`src/rtl/xgemac_wb_pkg.sv`:
```
// rtl/xgemac_wb_pkg.sv - shared types and defaults for the XGEMAC wishbone request master
package xgemac_wb_pkg;

  localparam int DEF_ADDR_WIDTH     = 8;
  localparam int DEF_DATA_WIDTH     = 32;
  localparam int DEF_MAX_BURST      = 4;
  localparam int DEF_ADDR_STRIDE    = 4;
  localparam int DEF_TIMEOUT_CYCLES = 16;

  typedef enum logic [1:0] {
    IDLE = 2'd0,
    BUS  = 2'd1,
    RESP = 2'd2
  } state_e;

  // A single-beat configuration still needs a 1-bit length field.
  function automatic int len_width(input int max_burst);
    return (max_burst > 1) ? $clog2(max_burst) : 1;
  endfunction

  localparam int DEF_LEN_WIDTH = len_width(DEF_MAX_BURST);

  typedef struct packed {
    logic                      we;
    logic [DEF_ADDR_WIDTH-1:0] addr;
    logic [DEF_DATA_WIDTH-1:0] wdata;
    logic [DEF_LEN_WIDTH-1:0]  len;
  } req_t;

endpackage

```
`src/rtl/xgemac_wb_int_latch.sv`:
```
// rtl/xgemac_wb_int_latch.sv - rising-edge detect of the slave interrupt into a sticky pending flag
module xgemac_wb_int_latch (
  input  logic clk,
  input  logic rst,
  input  logic irq,
  input  logic clr,
  output logic pending
);

  logic irq_prev_q, irq_prev_d;
  logic pending_q, pending_d;

  // A new edge beats a coincident clear so no interrupt is ever lost.
  always_comb begin
    irq_prev_d = irq;
    pending_d  = pending_q;
    if (clr)
      pending_d = 1'b0;
    if (irq && !irq_prev_q)
      pending_d = 1'b1;
  end

  always_ff @(posedge clk) begin
    if (rst) begin
      irq_prev_q <= 1'b0;
      pending_q  <= 1'b0;
    end else begin
      irq_prev_q <= irq_prev_d;
      pending_q  <= pending_d;
    end
  end

  assign pending = pending_q;

endmodule

```
`src/rtl/xgemac_wb_req_master.sv`:
```
// rtl/xgemac_wb_req_master.sv - wishbone classic master turning single/burst requests into per-beat bus cycles
module xgemac_wb_req_master
  import xgemac_wb_pkg::*;
#(
  parameter  int ADDR_WIDTH     = DEF_ADDR_WIDTH,
  parameter  int DATA_WIDTH     = DEF_DATA_WIDTH,
  parameter  int MAX_BURST      = DEF_MAX_BURST,
  parameter  int ADDR_STRIDE    = DEF_ADDR_STRIDE,
  parameter  int TIMEOUT_CYCLES = DEF_TIMEOUT_CYCLES,
  localparam int LEN_WIDTH      = len_width(MAX_BURST)
) (
  input  logic                  clk,
  input  logic                  rst,
  input  logic                  req_valid,
  output logic                  req_ready,
  input  logic                  req_we,
  input  logic [ADDR_WIDTH-1:0] req_addr,
  input  logic [DATA_WIDTH-1:0] req_wdata,
  input  logic [LEN_WIDTH-1:0]  req_len,
  output logic                  rsp_valid,
  input  logic                  rsp_ready,
  output logic [DATA_WIDTH-1:0] rsp_rdata,
  output logic                  rsp_err,
  output logic                  rsp_last,
  output logic [ADDR_WIDTH-1:0] wb_adr_i,
  output logic                  wb_cyc_i,
  output logic                  wb_stb_i,
  output logic                  wb_we_i,
  output logic [DATA_WIDTH-1:0] wb_dat_i,
  input  logic                  wb_ack_o,
  input  logic [DATA_WIDTH-1:0] wb_dat_o,
  input  logic                  wb_int_o,
  input  logic                  int_clr,
  output logic                  int_pending
);

  localparam int TCNT_WIDTH = $clog2(TIMEOUT_CYCLES);
  localparam logic [TCNT_WIDTH-1:0] TCNT_LAST = TCNT_WIDTH'(TIMEOUT_CYCLES - 1);

  state_e                state_q, state_d;
  logic                  we_q, we_d;
  logic [ADDR_WIDTH-1:0] addr_q, addr_d;
  logic [DATA_WIDTH-1:0] wdata_q, wdata_d;
  logic [LEN_WIDTH-1:0]  len_q, len_d;
  logic [LEN_WIDTH-1:0]  beat_q, beat_d;
  logic [TCNT_WIDTH-1:0] tcnt_q, tcnt_d;

  logic                  req_ready_q, req_ready_d;
  logic                  rsp_valid_q, rsp_valid_d;
  logic [DATA_WIDTH-1:0] rsp_rdata_q, rsp_rdata_d;
  logic                  rsp_err_q, rsp_err_d;
  logic                  rsp_last_q, rsp_last_d;
  logic                  wb_cyc_q, wb_cyc_d;
  logic                  wb_we_q, wb_we_d;
  logic [ADDR_WIDTH-1:0] wb_adr_q, wb_adr_d;
  logic [DATA_WIDTH-1:0] wb_dat_q, wb_dat_d;
  logic                  bus_next;

  always_comb begin
    state_d     = state_q;
    we_d        = we_q;
    addr_d      = addr_q;
    wdata_d     = wdata_q;
    len_d       = len_q;
    beat_d      = beat_q;
    tcnt_d      = tcnt_q;
    rsp_valid_d = rsp_valid_q;
    rsp_rdata_d = rsp_rdata_q;
    rsp_err_d   = rsp_err_q;
    rsp_last_d  = rsp_last_q;

    case (state_q)
      IDLE: begin
        if (req_valid && req_ready_q) begin
          we_d    = req_we;
          addr_d  = req_addr;
          wdata_d = req_wdata;
          len_d   = (MAX_BURST > 1) ? req_len : '0;
          beat_d  = '0;
          tcnt_d  = '0;
          state_d = BUS;
        end
      end

      BUS: begin
        // An ack on the last allowed cycle is still a good beat.
        if (wb_ack_o) begin
          rsp_valid_d = 1'b1;
          rsp_rdata_d = we_q ? '0 : wb_dat_o;
          rsp_err_d   = 1'b0;
          rsp_last_d  = (beat_q == len_q);
          state_d     = RESP;
        end else if (tcnt_q == TCNT_LAST) begin
          rsp_valid_d = 1'b1;
          rsp_rdata_d = '0;
          rsp_err_d   = 1'b1;
          rsp_last_d  = 1'b1;
          state_d     = RESP;
        end else begin
          tcnt_d = tcnt_q + TCNT_WIDTH'(1);
        end
      end

      RESP: begin
        if (rsp_ready) begin
          rsp_valid_d = 1'b0;
          rsp_rdata_d = '0;
          rsp_err_d   = 1'b0;
          rsp_last_d  = 1'b0;
          if (rsp_last_q) begin
            state_d = IDLE;
          end else begin
            addr_d  = addr_q + ADDR_WIDTH'(ADDR_STRIDE);
            beat_d  = beat_q + LEN_WIDTH'(1);
            tcnt_d  = '0;
            state_d = BUS;
          end
        end
      end

      default: state_d = IDLE;
    endcase

    // Bus and handshake outputs are registered from the next state so they hold for the whole beat.
    bus_next    = (state_d == BUS);
    wb_cyc_d    = bus_next;
    wb_we_d     = bus_next && we_d;
    wb_adr_d    = bus_next ? addr_d : '0;
    wb_dat_d    = (bus_next && we_d) ? wdata_d : '0;
    req_ready_d = (state_d == IDLE);
  end

  always_ff @(posedge clk) begin
    if (rst) begin
      state_q     <= IDLE;
      we_q        <= 1'b0;
      addr_q      <= '0;
      wdata_q     <= '0;
      len_q       <= '0;
      beat_q      <= '0;
      tcnt_q      <= '0;
      req_ready_q <= 1'b0;
      rsp_valid_q <= 1'b0;
      rsp_rdata_q <= '0;
      rsp_err_q   <= 1'b0;
      rsp_last_q  <= 1'b0;
      wb_cyc_q    <= 1'b0;
      wb_we_q     <= 1'b0;
      wb_adr_q    <= '0;
      wb_dat_q    <= '0;
    end else begin
      state_q     <= state_d;
      we_q        <= we_d;
      addr_q      <= addr_d;
      wdata_q     <= wdata_d;
      len_q       <= len_d;
      beat_q      <= beat_d;
      tcnt_q      <= tcnt_d;
      req_ready_q <= req_ready_d;
      rsp_valid_q <= rsp_valid_d;
      rsp_rdata_q <= rsp_rdata_d;
      rsp_err_q   <= rsp_err_d;
      rsp_last_q  <= rsp_last_d;
      wb_cyc_q    <= wb_cyc_d;
      wb_we_q     <= wb_we_d;
      wb_adr_q    <= wb_adr_d;
      wb_dat_q    <= wb_dat_d;
    end
  end

  assign req_ready = req_ready_q;
  assign rsp_valid = rsp_valid_q;
  assign rsp_rdata = rsp_rdata_q;
  assign rsp_err   = rsp_err_q;
  assign rsp_last  = rsp_last_q;
  assign wb_cyc_i  = wb_cyc_q;
  assign wb_stb_i  = wb_cyc_q;
  assign wb_we_i   = wb_we_q;
  assign wb_adr_i  = wb_adr_q;
  assign wb_dat_i  = wb_dat_q;

  xgemac_wb_int_latch u_int_latch (
    .clk     (clk),
    .rst     (rst),
    .irq     (wb_int_o),
    .clr     (int_clr),
    .pending (int_pending)
  );

endmodule

```
`config.mk`:
```
export PLATFORM = sky130hd
export DESIGN_NAME = xgemac_wb_req_master
export DESIGN_NICKNAME = d
export VERILOG_FILES = /design/src/rtl/xgemac_wb_pkg.sv /design/src/rtl/xgemac_wb_int_latch.sv /design/src/rtl/xgemac_wb_req_master.sv
export SDC_FILE = /design/constraint.sdc
export NUM_CORES = 1
export LEC_CHECK = 0
export CAP_MARGIN = 0
export CORE_ASPECT_RATIO = 0.5
export CORE_MARGIN = 2
export CORE_UTILIZATION = 43
export CTS_CLUSTER_DIAMETER = 150
export CTS_CLUSTER_SIZE = 24
export DETAILED_ROUTE_END_ITERATION = 8
export GPL_TIMING_DRIVEN = 0
export HOLD_SLACK_MARGIN = 0.08
export PLACE_DENSITY = 0.76
export SLEW_MARGIN = 20
export SYNTH_ARGS = -nofsm -noshare
export SYNTH_HDL_FRONTEND = slang
export SYNTH_HIERARCHICAL = 1
export SYNTH_SLANG_ARGS = --single-unit
```
`constraint.sdc`:
```
create_clock -name clk -period 2.22 [get_ports clk]
set_input_delay 0.444 -clock clk [delete_from_list [all_inputs] [get_ports clk]]
set_output_delay 0.444 -clock clk [all_outputs]
set_load 0.1 [all_outputs]
```
==> impl_summary.txt, run 1 <==
----------------------------------------------------
[Synthesis]
  Cell area after synthesis ... 4610 µm²
  Most frequently used flop master after synthesis ... dfxtp_1
  Syn_area_per_cell ... 10.4 µm²
  Count of different cell masters after synthesis ... 52
  Synthesized flop and latch total ... 131
  Post-Synthesis Net Count ... 528
  Mapped Cells ... 444
  Number of flops mapped to enable cells by yosys ... 0
  Share of the yosys chip area belonging to registers ... 0.568
  YS warnings ... 6
  Async set-or-reset flop fraction in the synthesized netlist ... 0

[Power]
  Largest vdd supply drop ... 0.660 mV
  Proportion of power drawn by the clock network ... 0.489
  Internal Pwr Total ... 4.77 mW
  Switching Fraction ... 0.243
  Logic pwr share ... 0.119
  Sequential group share of total power ... 0.392
  Power per cell area ... 907 nW/µm²
  Leakage power of the design ... 3.13 nW
  Total power after layout ... 6.30 mW
  Switching power summed over all nets ... 1.53 mW

[Run]
  Max-cap check violation count ... 0

[Finish]
  Layout filler cell count ... 843
  Area of combinational cells with multiple inputs ... 1760 µm²
  Layout-stage area growth over the synthesis result ... 50.7%
  Share of cells above drive strength 1 ... 0.154
  N_diodes ... 0
  Non-Filler Instances ... 776
  Flip-flop and latch area ... 2620 µm²
  Number of nets at the end of the flow ... 707
  Post-Layout Inst Area ... 6950 µm²

[Floorplan]
  Std cell rows ... 26
  Placeable core region ... 10300 µm²
  Die X-Extent ... 150 µm
  Area enclosed by the die boundary ... 11600 µm²
  Initial core utilization ... 0.447
  Die H ... 77.2 µm
  Number of placed I/O pins ... 162

[Placement]
  Post-place instance area ... 6390 µm²
  Number of port buffers ... 160
  Gpl congestion ... 0.871
  Detailed placer's ending HPWL ... 8.10 mm
  DP Cell Count ... 744

[Min path]
  Worst Hold Class ... reg2reg
  Hold path startpoint ... rsp_valid$_SDFFE_PP0P_
  Hold path cells ... 2

[Timing]
  Shortest period the worst path allows ... 2.11 ns
  Fin Setup TNS ... 0 ns
  Final-report hold violation count ... 0
  Ratio of final minimum period to clock period ... 0.952
  Worst rel slew slack ... 0.328
  # setup viols final ... 0
  Actual transition at the worst max-transition pin ... 1.01 ns
  Final number of max-transition violations ... 0
  Clock Skew ... 0.0125 ns
  Worst slack on hold paths ... 0.457 ns
  RSZ-0062 raised after global routing ... no
  Max Freq ... 473 MHz

[Outcome]
  Result of the run ... completed

[Clocking]
  Number of post-CTS setup repair buffers ... 0
  Hold buffer count at cts ... 0
  Clock insertion delay at the later pin of the skew report ... 0.41 ns
  Clock slew at the register clock pins of the worst setup and hold paths ... 0.06 ns
  CTS Root Buffer Type ... clkbuf_16
  Number of buffers created by CTS ... 17
  Clock buffer depth ... 2
  Clk sinks ... 131
  CTS HTree Levels ... 4
  Clock tree from TritonCTS ... built

[Worst setup path]
  Crit path capture type ... primary output
  RR Startpoint ... tcnt_q[0]$_SDFFE_PP0P_
  Number of cells on the worst reg-to-reg path ... 6
  Sort of element at the start of the critical path ... flip-flop
  Register-to-register setup slack ... 0.38 ns
  Required time reported for the critical path endpoint ... 1.78 ns
  Critical path's largest stage delay ... 0.84 ns
  Critical Path Slowest Stage Cell ... dlygate4sd2_1
  Start point of the critical path ... wb_cyc_i$_SDFF_PP0_
  Arrival time at the worst endpoint ... 1.67 ns
  Cell chain of the critical path ... buf_4 -> dlygate4sd2_1
  Critical path class ... reg2out
  Crit-path max FO ... 2

[Global route]
  Wire length of the first global-routing pass ... 18.6 mm
  Pin count of the biggest net entering global routing ... 17
  Initial antenna violation count ... 0
  Total global routing track utilization ... 0.205
  Global-route congestion overflow total ... 0
  Number of global-route vias before repair ... 3809

[Route]
  TritonRoute pass-1 iters ... 4
  Remaining routing DRC violations ... 0
  DR vias/cell ... 4.79
  Vias post-DR ... 3720
  Number of antenna-violating nets in the routed design ... 0
  Per-cell routed wire length ... 14.9 µm
  Post-detailed-routing wire length ... 11.5 mm
  1st-iter DRT viols ... 169

----------------------------------------------------
==> worst paths after layout <==
check	to
setup / recovery	wb_stb_i
hold / removal	rsp_valid$_SDFFE_PP0P_
setup reg to reg	wb_dat_i[21]$_SDFF_PP0_
hold reg to reg	rsp_valid$_SDFFE_PP0P_
==> final cells by class <==
type,count,area share
Clock buffer,20,0.0657
Multi-Input combinational cell,277,0.253
Sequential cell,131,0.377
Timing Repair Buffer,160,0.216
Inverter,4,0.00216
Tap cell,140,0.0252
Buffer,32,0.0317
Clock inverter,12,0.0292
==> through the flow <==
stage	setup WS [ns]	utilization
floorplan	0.188	-
CTS	0.0893	0.674
detailed placement	-0.217	0.620
finish	0.107	0.674
global placement	-0.199	0.620
global route	0.0445	0.674
==> metal layers <==
metal / share of wire / GRT usage
met5: 0 / 0
met4: 0.018 / 0.0736
met3: 0.052 / 0.0625
met2: 0.49 / 0.345
met1: 0.44 / 0.248
==> flip-flops by register name (all words and copies together), names as in the netlist, 2 cells and up <==
register	flops
state_q	2
wdata_q	32
wb_dat_i	32
tcnt_q	4
beat_q	2
len_q	2
rsp_rdata	32
addr_q	8
wb_adr_i	8
==> cell families after synthesis <==
logic type / share of synthesized area
AO/OA/AOI/OAI: 0.156
flip-flops: 0.568
multiplexers: 0.00759
AND/OR/NAND/NOR: 0.203
adder cells (fa/ha/maj): 0.00542
XOR/XNOR: 0.00759
buffers and inverters: 0.0510
==> what timing repair did <==
action / 4_1_cts / 5_1_grt
resized for setup: 80 / 0
endpoints found under the setup margin: 80 / 0
endpoints found under the hold margin: 0 / 0
==> power groups by stage <==
stage	logic (mW)	registers, mW	clock network (mW)
2_1_floorplan	0.275	2.73	0
3_3_place_gp	0.764	2.52	0
3_5_place_dp	0.773	2.52	0
4_1_cts	0.758	2.47	3.12
5_1_grt	0.807	2.48	3.25
6_report	0.753	2.47	3.08
==> cell usage in the layout (no fill, tap or decap), drive strengths merged, types with 5 or more instances in the layout <==
| master | instances |
|---|---|
| inv | 5 |
| nand2 | 80 |
| bufinv | 5 |
| nor2 | 19 |
| buf | 25 |
| dlygate4sd2 | 80 |
| clkbuf | 27 |
| clkdlybuf4s50 | 80 |
| nand2b | 5 |
| dfxtp | 131 |
| and2 | 32 |
| a21oi | 44 |
| a22o | 34 |
| nor2b | 5 |
==> worst max-delay path, delay by kind of cell (launching register included) <==
family                 cells  cell delay [ns]
buffers and inverters      2             0.94
flip-flops                 1             0.33
==> cell usage after synthesis (2+ instances only) <==
| library cell | count | area [µm²] |
|---|---|---|
| a22o_1 | 34 | 298 |
| ha_1 | 2 | 25.0 |
| nand3_1 | 2 | 10.0 |
| nand3b_1 | 3 | 22.5 |
| nor3_1 | 4 | 20.0 |
| and2_1 | 2 | 12.5 |
| nand2_1 | 80 | 300 |
| buf_6 | 9 | 101 |
| nand4_1 | 2 | 12.5 |
| inv_1 | 4 | 15.0 |
| nor2b_1 | 5 | 31.3 |
| o211a_1 | 2 | 20.0 |
| or2_1 | 2 | 12.5 |
| a211o_1 | 3 | 26.3 |
| xor2_1 | 4 | 35.0 |
| o31ai_1 | 2 | 15.0 |
| dfxtp_1 | 131 | 2620 |
| and4b_1 | 2 | 20.0 |
| nand2b_1 | 5 | 31.3 |
| clkbuf_1 | 6 | 22.5 |
| a21oi_1 | 43 | 215 |
| a31oi_1 | 2 | 12.5 |
| o21ai_0 | 3 | 15.0 |
| nor2_1 | 18 | 67.6 |
| and2_4 | 30 | 263 |
| buf_4 | 5 | 37.5 |
| and2b_1 | 2 | 15.0 |
| buf_2 | 10 | 50.1 |
| and3_1 | 4 | 25.0 |
Note: power is estimated with default switching activity, not from simulation.
==> inputs of run 2 (changes only) <==
- CELL_PAD_IN_SITES_DETAIL_PLACEMENT: unset -> 0
- CELL_PAD_IN_SITES_GLOBAL_PLACEMENT: unset -> 1
- CORE_UTILIZATION: 43 -> 33
- PLACE_DENSITY: 0.76 -> 0.77
==> impl_summary.txt, run 2 (synthesis results as in run 1) <==
----------------------------------------------------
[Floorplan]
  Number of placed I/O pins ... 162
  Die X-Extent ... 171 µm
  Std cell rows ... 30
  Area enclosed by the die boundary ... 15000 µm²
  Placeable core region ... 13600 µm²
  Die H ... 87.6 µm
  Initial core utilization ... 0.340

[Route]
  Vias post-DR ... 3662
  Post-detailed-routing wire length ... 11.3 mm
  Remaining routing DRC violations ... 0
  DR vias/cell ... 4.42
  Per-cell routed wire length ... 13.7 µm
  1st-iter DRT viols ... 181
  TritonRoute pass-1 iters ... 4
  Number of antenna-violating nets in the routed design ... 0

[Power]
  Logic pwr share ... 0.121
  Proportion of power drawn by the clock network ... 0.483
  Sequential group share of total power ... 0.397
  Leakage power of the design ... 3.13 nW
  Switching Fraction ... 0.239
  Switching power summed over all nets ... 1.49 mW
  Power per cell area ... 891 nW/µm²
  Internal Pwr Total ... 4.74 mW
  Largest vdd supply drop ... 0.526 mV

[Timing]
  Shortest period the worst path allows ... 2.11 ns
  Worst slack on hold paths ... 0.454 ns
  Ratio of final minimum period to clock period ... 0.952
  RSZ-0062 raised after global routing ... no
  Final-report hold violation count ... 0
  Actual transition at the worst max-transition pin ... 1.00 ns
  # setup viols final ... 0
  Final number of max-transition violations ... 0
  Worst rel slew slack ... 0.336
  Clock Skew ... 0.00679 ns
  Max Freq ... 473 MHz

[Worst setup path]
  Worst path buffer plus inverter count ... 1
  CP top delay family ... buffers and inverters
  Critical path's largest stage delay ... 0.88 ns
  Crit-path max FO ... 5
  Critical Path Slowest Stage Cell ... dlygate4sd2_1
  Required time reported for the critical path endpoint ... 1.78 ns
  Cell chain of the critical path ... dlygate4sd2_1
  Crit path capture type ... primary output
  Critical path class ... reg2out
  Sort of element at the start of the critical path ... flip-flop
  Arrival time at the worst endpoint ... 1.67 ns

[Placement]
  Detailed placer's ending HPWL ... 8.12 mm
  Gpl congestion ... 0.711
  Number of port buffers ... 160

[Finish]
  N_diodes ... 0
  Leading cell type in the layout, fill and taps excluded ... dfxtp_1
  Utilization after layout ... 0.514
  Flip-flop and latch area ... 2620 µm²
  Top library cells by usage in the layout, fill and taps aside ... dfxtp_1 (130), nand2_1 (80), clkdlybuf4s50_1 (80), dlygate4sd2_1 (80), a21oi_1 (43)
  Layout filler cell count ... 1274
  Area of combinational cells with multiple inputs ... 1760 µm²
  Share of cells above drive strength 1 ... 0.149
  Number of nets at the end of the flow ... 707
  Layout-stage area growth over the synthesis result ... 51.5%

[Clocking]
  Clk sinks ... 131
  Hold buffer count at cts ... 0
  Clock buffer depth ... 2
  Clock slew at the register clock pins of the worst setup and hold paths ... 0.05 ns
  CTS Root Buffer Type ... clkbuf_16
  CTS HTree Levels ... 4
  Clock insertion delay at the later pin of the skew report ... 0.40 ns
  Number of gates resized after cts ... 80
  Number of post-CTS setup repair buffers ... 0
  Number of buffers created by CTS ... 17
  Clock tree from TritonCTS ... built

[Global route]
  Pin count of the biggest net entering global routing ... 17
  Number of global-route vias before repair ... 3455
  Initial antenna violation count ... 0
  Total global routing track utilization ... 0.152
  Global-route congestion overflow total ... 0
  Wire length of the first global-routing pass ... 17.6 mm

[Min path]
  Worst Hold Class ... reg2reg

[Run]
  Max-cap check violation count ... 0

[Outcome]
  Result of the run ... completed

----------------------------------------------------
run 2: per-layer routing:
metal | global-route usage | vias up | share of wire
li1 | - | 1874 | -
met1 | 0.202 | 1695 | 0.49
met5 | 0 | - | 0
met2 | 0.241 | 84 | 0.46
met3 | 0.0362 | 9 | 0.048
met4 | 0.0647 | 0 | 0.0090
run 2: power groups by stage:
stage	sequential [mW]	combinational (mW)	clock (mW)
global placement	2.52	0.772	0
floorplan	2.73	0.275	0
CTS	2.47	0.758	3.07
detailed placement	2.52	0.776	0
finish	2.47	0.751	3.00
global route	2.48	0.799	3.17
run 2: final timing paths:
check	cells after the start	slack, ns	from	endpoint
worst min register to register	2	0.45	rsp_valid$_SDFFE_PP0P_	rsp_valid$_SDFFE_PP0P_
worst max register to register	6	0.39	tcnt_q[0]$_SDFFE_PP0P_	wb_adr_i[2]$_SDFF_PP0_
worst min-delay path	2	0.45	rsp_valid$_SDFFE_PP0P_	rsp_valid$_SDFFE_PP0P_
worst max-delay path	1	0.11	rsp_last$_SDFFE_PP0P_	rsp_last
run 2: layout make-up:
type | count | area share
Buffer | 32 | 0.0315
Clock buffer | 22 | 0.0650
Clock inverter | 10 | 0.0258
Inverter | 4 | 0.00215
Multi-Input combinational cell | 277 | 0.251
Sequential cell | 131 | 0.375
Tap cell | 192 | 0.0344
Timing Repair Buffer | 160 | 0.215
run 2: stage by stage:
stage	area [µm²]	TNS [ns]	worst slack [ns]	instances	total power, mW
after global placement	6460	-6.81	-0.204	796	3.29
after floorplan	4610	0	0.188	444	3.01
final	6990	0	0.105	828	6.23
after global routing	6990	0	0.0547	828	6.45
after detailed placement	6460	-7.84	-0.246	796	3.30
after CTS	6990	0	0.0746	828	6.30
==> inputs of run 3 (changes only) <==
- CORE_UTILIZATION: 33 -> 35
- GPL_ROUTABILITY_DRIVEN: unset -> 0
- PLACE_DENSITY: 0.77 -> 0.82
- SYNTH_HIERARCHICAL: 1 -> unset
- clock period: 2.22 -> 2.7 ns (I/O delays scaled with it)
==> impl_summary.txt, run 3 <==
----------------------------------------------------
[Outcome]
  Result of the run ... completed

[Synthesis]
  Number of flops mapped to enable cells by yosys ... 0
  Cell area after synthesis ... 4350 µm²
  Post-Synthesis Net Count ... 489
  Syn_area_per_cell ... 10.7 µm²
  Synthesized flop and latch total ... 131
  Leading post-synthesis cells by instance count ... dfxtp_1 (131), nor2_1 (80), mux2i_1 (34)
  Area fraction of the dominant cell type after synthesis ... 0.602
  YS warnings ... 0
  Mapped Cells ... 405
  Most frequently used flop master after synthesis ... dfxtp_1
  Largest cells by area after synthesis ... dfxtp_1 (60%), mux2i_1 (7.8%), nor2_1 (6.9%)
  Async set-or-reset flop fraction in the synthesized netlist ... 0
  Most common cell in the synthesized netlist ... dfxtp_1
  Share of the yosys chip area belonging to registers ... 0.602
  Count of different cell masters after synthesis ... 43
  Library cell occupying the most area in the post-synthesis netlist ... dfxtp_1

[Global route]
  Wire length of the first global-routing pass ... 17.9 mm
  Number of global-route vias before repair ... 3459
  Global routing usage on met2 ... 0.264
  Total global routing track utilization ... 0.167
  Met1 track utilization from global routing ... 0.222
  Most congested layer reported by global routing ... met2
  Initial antenna violation count ... 0
  Met3 track utilization from global routing ... 0.0460
  Pin count of the biggest net entering global routing ... 17
  Global-route congestion overflow total ... 0

[Floorplan]
  Number of placed I/O pins ... 162
  Std cell rows ... 28
  Die X-Extent ... 162 µm
  Die H ... 82.9 µm
  Initial core utilization ... 0.363
  Placeable core region ... 12000 µm²
  Area enclosed by the die boundary ... 13400 µm²

[Worst setup path]
  CP top delay family ... buffers and inverters
  Cell chain of the critical path ... clkdlybuf4s50_1
  Crit-path max FO ... 6
  Critical path class ... reg2out
  Worst path buffer plus inverter count ... 1
  Critical Path Slowest Stage Cell ... clkdlybuf4s50_1
  Sort of element at the start of the critical path ... flip-flop
  Crit path capture type ... primary output
  Arrival time at the worst endpoint ... 2.02 ns
  Required time reported for the critical path endpoint ... 2.16 ns
  Critical path's largest stage delay ... 1.18 ns

[Power]
  Largest vdd supply drop ... 0.458 mV
  Power per cell area ... 735 nW/µm²
  Leakage power of the design ... 2.53 nW
  Proportion of power drawn by the clock network ... 0.465
  Switching Fraction ... 0.260
  Logic pwr share ... 0.124
  Internal Pwr Total ... 3.67 mW
  Sequential group share of total power ... 0.410
  Switching power summed over all nets ... 1.29 mW

[Finish]
  N_diodes ... 0
  Leading cell type in the layout, fill and taps excluded ... clkdlybuf4s50_1
  Top library cells by usage in the layout, fill and taps aside ... clkdlybuf4s50_1 (159), dfxtp_1 (131), nor2_1 (80)
  Number of nets at the end of the flow ... 667
  Flip-flop and latch area ... 2620 µm²
  Area of combinational cells with multiple inputs ... 1570 µm²
  Post-Layout Inst Area ... 6750 µm²
  Share of cells above drive strength 1 ... 0.0856
  Layout filler cell count ... 1068
  Layout-stage area growth over the synthesis result ... 55.1%

[Timing]
  RSZ-0062 raised after global routing ... no
  Fin Setup TNS ... 0 ns
  Worst rel slew slack ... 0.318
  Shortest period the worst path allows ... 2.56 ns
  Final number of max-transition violations ... 0
  Clock Skew ... 0.00942 ns
  Final-report hold violation count ... 0
  Max Freq ... 390 MHz
  Actual transition at the worst max-transition pin ... 1.02 ns
  # setup viols final ... 0
  Ratio of final minimum period to clock period ... 0.949

[Clocking]
  Clock buffer depth ... 2
  CTS Root Buffer Type ... clkbuf_16
  CTS HTree Levels ... 4
  Number of post-CTS setup repair buffers ... 0
  Clock slew at the register clock pins of the worst setup and hold paths ... 0.06 ns
  Clk sinks ... 131
  Hold buffer count at cts ... 0
  Clock tree from TritonCTS ... built
  Number of gates resized after cts ... 0
  Clock insertion delay at the later pin of the skew report ... 0.40 ns
  Number of buffers created by CTS ... 17

[Route]
  1st-iter DRT viols ... 203
  Post-detailed-routing wire length ... 10.8 mm
  Number of antenna-violating nets in the routed design ... 0
  TritonRoute pass-1 iters ... 5
  Per-cell routed wire length ... 14.2 µm
  Remaining routing DRC violations ... 0
  DR vias/cell ... 4.59
  Vias post-DR ... 3495

[Placement]
  Number of port buffers ... 159
  Detailed placer's ending HPWL ... 7.74 mm
  Post-place instance area ... 6150 µm²

[Min path]
  Worst Hold Class ... reg2reg

[Run]
  Max-cap check violation count ... 0

----------------------------------------------------
## run 3: changes by cell type in the layout (fill, tap and decap cells not counted), sizes merged, moves of 12 or more
cell / delta
nor2: +61
mux2i: +33
nand2: -66
a21oi: -31
buf: -12
and2: -32
clkdlybuf4s50: +79
dlygate4sd2: -80
## run 3: final cells by class
cell class / instances / area share
sequential: 131 / 0.388
timing repair buffer: 159 / 0.236
multi-input combinational: 244 / 0.232
clock buffer: 19 / 0.0671
tap: 165 / 0.0306
clock inverter: 13 / 0.0220
buffer: 24 / 0.0209
inverter: 6 / 0.00334
## run 3: worst min-delay path, cell delays in order, from the launching register on
cell and delay [ns]:
dfxtp_1 0.31, nand2_1 0.05, a21oi_1 0.05
## run 3: metrics by stage
step / total power [mW] / utilization / setup WS (ns) / hold WS, ns / std cells
after floorplan: 2.47 / - / 0.521 / 0.455 / 405
after global placement: 2.69 / 0.513 / 0.0912 / 0.447 / 729
after detailed placement: 2.69 / 0.513 / 0.115 / 0.454 / 729
after CTS: 5.02 / 0.564 / 0.126 / 0.466 / 761
after global routing: 5.17 / 0.564 / 0.0897 / 0.488 / 761
final: 4.96 / 0.564 / 0.138 / 0.462 / 761
## run 3: logic make-up after synthesis
group                      share of synthesized area
AOI/OAI and AO/OA                              0.130
muxes                                         0.0813
and+or+nand+nor                                0.135
xor gates and xnor gates                     0.00805
adders and majority gates                    0.00575
buffers and inverters                         0.0377
DFF                                            0.602
## run 3: power groups by stage
stage	logic, mW	registers (mW)	clock network [mW]
floorplan	0.215	2.25	0
global placement	0.614	2.08	0
detailed placement	0.618	2.08	0
CTS	0.620	2.04	2.36
global route	0.656	2.04	2.47
finish	0.616	2.04	2.31
## run 3: routing by layer
metal,wire (µm),share of wire
met5,0,0
met4,77,0.0071
met3,598,0.055
met2,5070,0.47
met1,5100,0.47
## run 3: path summary, 6_finish.rpt
check | to | depth (start not counted) | start | slack, ns
min reg2reg | rsp_valid$_SDFFE_PP0P_ | 2 | rsp_valid$_SDFFE_PP0P_ | 0.46
max | rsp_last | 1 | rsp_last$_SDFFE_PP0P_ | 0.14
min | rsp_valid$_SDFFE_PP0P_ | 2 | rsp_valid$_SDFFE_PP0P_ | 0.46
max reg2reg | wb_dat_i[14]$_SDFF_PP0_ | 5 | state_q[1]$_SDFF_PP0_ | 0.76
